**src/rtl/hub75_scan_driver.sv**
```systemverilog
// HUB75 1/16-scan panel driver: shifts a row pair from the frame buffer,
// latches it, then lights it for a fixed time before moving to the next.
module hub75_scan_driver #(
   parameter int WIDTH          = 64,
   parameter int HALF_ROWS      = 16,
   parameter int CLK_DIV        = 2,
   parameter int LAT_CYCLES     = 2,
   parameter int DISPLAY_CYCLES = 256
) (
   input  logic                         clk,
   input  logic                         rst_n,
   input  logic                         enable,
   output logic [$clog2(WIDTH)-1:0]     fb_x,
   output logic [$clog2(HALF_ROWS):0]   fb_y1,
   output logic [$clog2(HALF_ROWS):0]   fb_y2,
   input  logic [2:0]                   fb_c1,
   input  logic [2:0]                   fb_c2,
   output logic [2:0]                   rgb1,
   output logic [2:0]                   rgb2,
   output logic                         sclk,
   output logic                         lat,
   output logic                         oe_n,
   output logic [$clog2(HALF_ROWS)-1:0] addr,
   output logic                         busy,
   output logic                         frame_done
);

   localparam int XW   = $clog2(WIDTH);
   localparam int RW   = $clog2(HALF_ROWS);
   localparam int C1   = (2 * CLK_DIV > LAT_CYCLES) ? 2 * CLK_DIV : LAT_CYCLES;
   localparam int CMAX = (C1 > DISPLAY_CYCLES) ? C1 : DISPLAY_CYCLES;
   localparam int CW   = $clog2(CMAX);

   localparam logic [1:0] IDLE    = 2'd0;
   localparam logic [1:0] SHIFT   = 2'd1;
   localparam logic [1:0] LATCH   = 2'd2;
   localparam logic [1:0] DISPLAY = 2'd3;

   logic [1:0]    state;
   logic [XW-1:0] column;
   logic [RW-1:0] row;
   logic [CW-1:0] cnt;

   assign fb_x  = column;
   assign fb_y1 = {1'b0, row};
   assign fb_y2 = {1'b1, row};
   assign busy  = (state != IDLE);

   always_ff @(posedge clk) begin
      if (!rst_n) begin
         state      <= IDLE;
         column     <= '0;
         row        <= '0;
         cnt        <= '0;
         sclk       <= 1'b0;
         lat        <= 1'b0;
         oe_n       <= 1'b1;
         rgb1       <= 3'd0;
         rgb2       <= 3'd0;
         addr       <= '0;
         frame_done <= 1'b0;
      end else begin
         frame_done <= 1'b0;
         unique case (state)
            IDLE: begin
               oe_n <= 1'b1;
               sclk <= 1'b0;
               if (enable) begin
                  state  <= SHIFT;
                  column <= '0;
                  cnt    <= '0;
               end
            end
            SHIFT: begin
               // colour is reloaded every low-phase cycle; the final load
               // coincides with the rising sclk but carries the same value
               if (cnt < CW'(CLK_DIV)) begin
                  rgb1 <= fb_c1;
                  rgb2 <= fb_c2;
               end
               if (cnt == CW'(CLK_DIV - 1))
                  sclk <= 1'b1;
               if (cnt == CW'(2 * CLK_DIV - 1)) begin
                  cnt  <= '0;
                  sclk <= 1'b0;
                  if (column == XW'(WIDTH - 1)) begin
                     column <= '0;
                     addr   <= row;
                     lat    <= 1'b1;
                     state  <= LATCH;
                  end else begin
                     column <= column + XW'(1);
                  end
               end else begin
                  cnt <= cnt + CW'(1);
               end
            end
            LATCH: begin
               if (cnt == CW'(LAT_CYCLES - 1)) begin
                  cnt   <= '0;
                  lat   <= 1'b0;
                  oe_n  <= 1'b0;
                  state <= DISPLAY;
               end else begin
                  cnt <= cnt + CW'(1);
               end
            end
            DISPLAY: begin
               if (cnt == CW'(DISPLAY_CYCLES - 1)) begin
                  cnt        <= '0;
                  oe_n       <= 1'b1;
                  frame_done <= (row == RW'(HALF_ROWS - 1));
                  row        <= (row == RW'(HALF_ROWS - 1)) ? '0 : row + RW'(1);
                  column     <= '0;
                  state      <= enable ? SHIFT : IDLE;
               end else begin
                  cnt <= cnt + CW'(1);
               end
            end
            default: state <= IDLE;
         endcase
      end
   end

endmodule

```
**config.mk**
```make
export PLATFORM = sky130hd
export DESIGN_NAME = hub75_scan_driver
export DESIGN_NICKNAME = d
export VERILOG_FILES = /design/src/rtl/hub75_scan_driver.sv
export SDC_FILE = /design/constraint.sdc
export NUM_CORES = 1
export LEC_CHECK = 0
export ABC_AREA = 0
export CAP_MARGIN = 20
export CORE_MARGIN = 4
export CORE_UTILIZATION = 49
export DETAILED_ROUTE_END_ITERATION = 8
export GPL_ROUTABILITY_DRIVEN = 0
export PLACE_DENSITY = 0.78
export SLEW_MARGIN = 20
export SYNTH_ARGS = -nofsm -noshare
export SYNTH_HDL_FRONTEND = slang
export SYNTH_SLANG_ARGS = --single-unit
```
**constraint.sdc**
```tcl
create_clock -name clk -period 2.3 [get_ports clk]
set_input_delay 0.345 -clock clk [delete_from_list [all_inputs] [get_ports clk]]
set_output_delay 0.345 -clock clk [all_outputs]
set_load 0.01 [all_outputs]
```
==> reports/metrics.cfg <==
[outcome]
status=finished, final reports clean

[pwr]
power_density_nw_per_um2=845.4
totalPowerFinal_mw=1.969
power_leakage_nw=0.8750
irDropWorstVdd_mv=0.4536

[logic_synthesis]
syn-num-nets=217
synthFlopType=dfxtp_1
synth_compound_area_frac=0.1605
synth_area_leaders=dfxtp_1 (39%), mux2i_1 (7.4%), ha_1 (6.4%), nor2_1 (4.1%), o21ai_0 (3.4%)
synth-seq-cells=34
ys_types=43
synth_simple_gate_area_share=0.2357
synth_mux_area_frac=0.07450
synth_top_family_by_area=simple AND/OR/NAND/NOR gates
synth_commonest_cells=dfxtp_1 (34), nor2_1 (19), nand2_1 (16), mux2i_1 (13), o21ai_0 (12)
syn_area_um2=1747
synthAdderAreaFrac=0.06447
synthArstFlopShare=0
yosysTopAreaCell=dfxtp_1
synthCells=199
synth_edf_count=0
synth_top_area_share=0.3897
syn_area_per_cell_um2=8.777
synthXorXnorAreaFrac=0.01504
yosys_warnings=0
seq_area_frac_synth=0.3897
yosysMostFrequentCell=dfxtp_1

[timing]
worst_slack_ns=0.1558
setup_violations=0
grt_setup_unrepaired=false
setup_tns_ns=0
fin_skew_ns=0.005658
fmax_ghz=0.4664
whs_ns=0.5048
period_share=0.9323
hold_viol=0
slew_violations=0
period_minus_slack_ns=2.144

[placed_design]
placedCellCount=286
dp_hpwl_mm=3.038
io_buffers=37
dp_worst_setup_slack_ns=0.2018
dpl_cell_area_um2=2223

[critical_path]
cp.required_ns=2.59
r2r_cells=7
cp_common_cell=inv_1
critPathKind=flip-flop to flip-flop
r2r-end=fb_x[4]
crit_path_cell_trace=inv_1 -> ha_1 -> inv_1 -> a31oi_4 -> or4_4 -> or4_1 -> a21oi_1
reg2reg_slack_ns=0.16
cp-start-kind=flip-flop
cp_max_fo=7
r2r-start=state[1]
cp-end-kind=flip-flop
cp_slowest_stage_delay_ns=0.54
crit_slowest_cell=or4_4
cp.arrival_ns=2.43

[grt]
grt_usage=0.1983
grt_pass1_wl_mm=6.851
overflow=0
antenna_found_initial=0
grt_pass1_vias=1481
grt_max_degree=16

[die]
start_util=0.5153
die_h_um=67.71
pin_count=40
die_x_um=67.71
dieArea_um2=4584
rows=21
core_region_area_um2=3390

[route]
firstDrtPassIters=5
ant_nets=0
wl_per_cell_um=14.00
first_iter_violations=129
drc=0
routed_wl_mm=4.115
viasPerCell=5.517
vias=1622

[layout]
stdcell_count=294
final_layout_size_suffix_gt1_frac=0.1210
area_delta_synth_final_pct=33.38
fin_util=0.6873
fin_nets=265
final_area_um2=2330
diodes=0

[clocking]
cts_setup_buffers=0
cts_sinks=34
cts_tree=done
cts_made_buffers=5
clock_path_buffers=2
hold_buffers=0
root_buffer=clkbuf_4
cts-resized-gates=0
htree_levels=2
clk_pin_slew_ns=0.11
clock_latency_ns=0.35

[min_path]
min_path_cells=2
min_path_type=flip-flop to flip-flop
min_to=addr[0]
worstHoldStart=addr[0]

[run]
max-cap-violations=0

## area by class of cell
class	instances	area, um^2
multi-input combinational	145	968.4
clock buffer	5	37.54
tap	46	57.56
sequential	34	680.7
inverter	9	33.78
fill	267	1060
timing repair buffer	52	483.0
clock inverter	3	68.82
## sequential cells by signal (all words and copies together), names as in the netlist
| register | count |
|---|---|
| state | 2 |
| lat | 1 |
| rgb1 | 3 |
| fb_x | 6 |
| row | 4 |
| sclk | 1 |
| oe_n | 1 |
| rgb2 | 3 |
| addr | 4 |
| frame_done | 1 |
| cnt | 8 |
## power by group
group	switching (mW)	internal, mW
logic	0.395	0.340
clock network	0.221	0.340
registers	0.0371	0.637
## layout by cell type, fill, tap and decap left out, drive strengths merged, types with 3 or more instances in the layout
cell	count
clkdlybuf4s50	37
dfxtp	34
nor2	19
nand2	16
buf	15
mux2i	13
o21ai	12
a21oi	11
nand3	10
inv	9
ha	9
clkbuf	5
and3	5
or4	5
nor3	4
or3	4
a31oi	4
nand4	3
nor4b	3
## logic make-up after synthesis
group           Yosys count
compound gates           42
xor+xnor                  3
fa+ha+maj                 9
buf+inv                  20
flops                    34
mux                      13
other cells               2
simple gates             76
## metal layers
metal / global-route usage / up-vias / part of all wire
met3: 0.04659 / 7 / 0.058
met2: 0.3062 / 53 / 0.45
met5: 0 / - / 0
met1: 0.2609 / 748 / 0.47
met4: 0.08861 / 0 / 0.021
li1: - / 814 / -
## critical path, delay by kind of cell, from the launching register on
kind	cells	cell delay (ns)
compound gates	2	0.24
simple gates	2	0.96
flops	1	0.42
fa+ha+maj	1	0.21
buf+inv	2	0.27
## worst max-delay path by stage
stage	startpoint	to
floorplan	cnt[1]	fb_x[4]
global placement	enable	fb_x[4]
detailed placement	enable	fb_x[4]
CTS	state[1]	fb_x[4]
global route	cnt[1]	fb_x[4]
finish	state[1]	fb_x[4]
No activity file was read; power rests on OpenSTA's default activity.
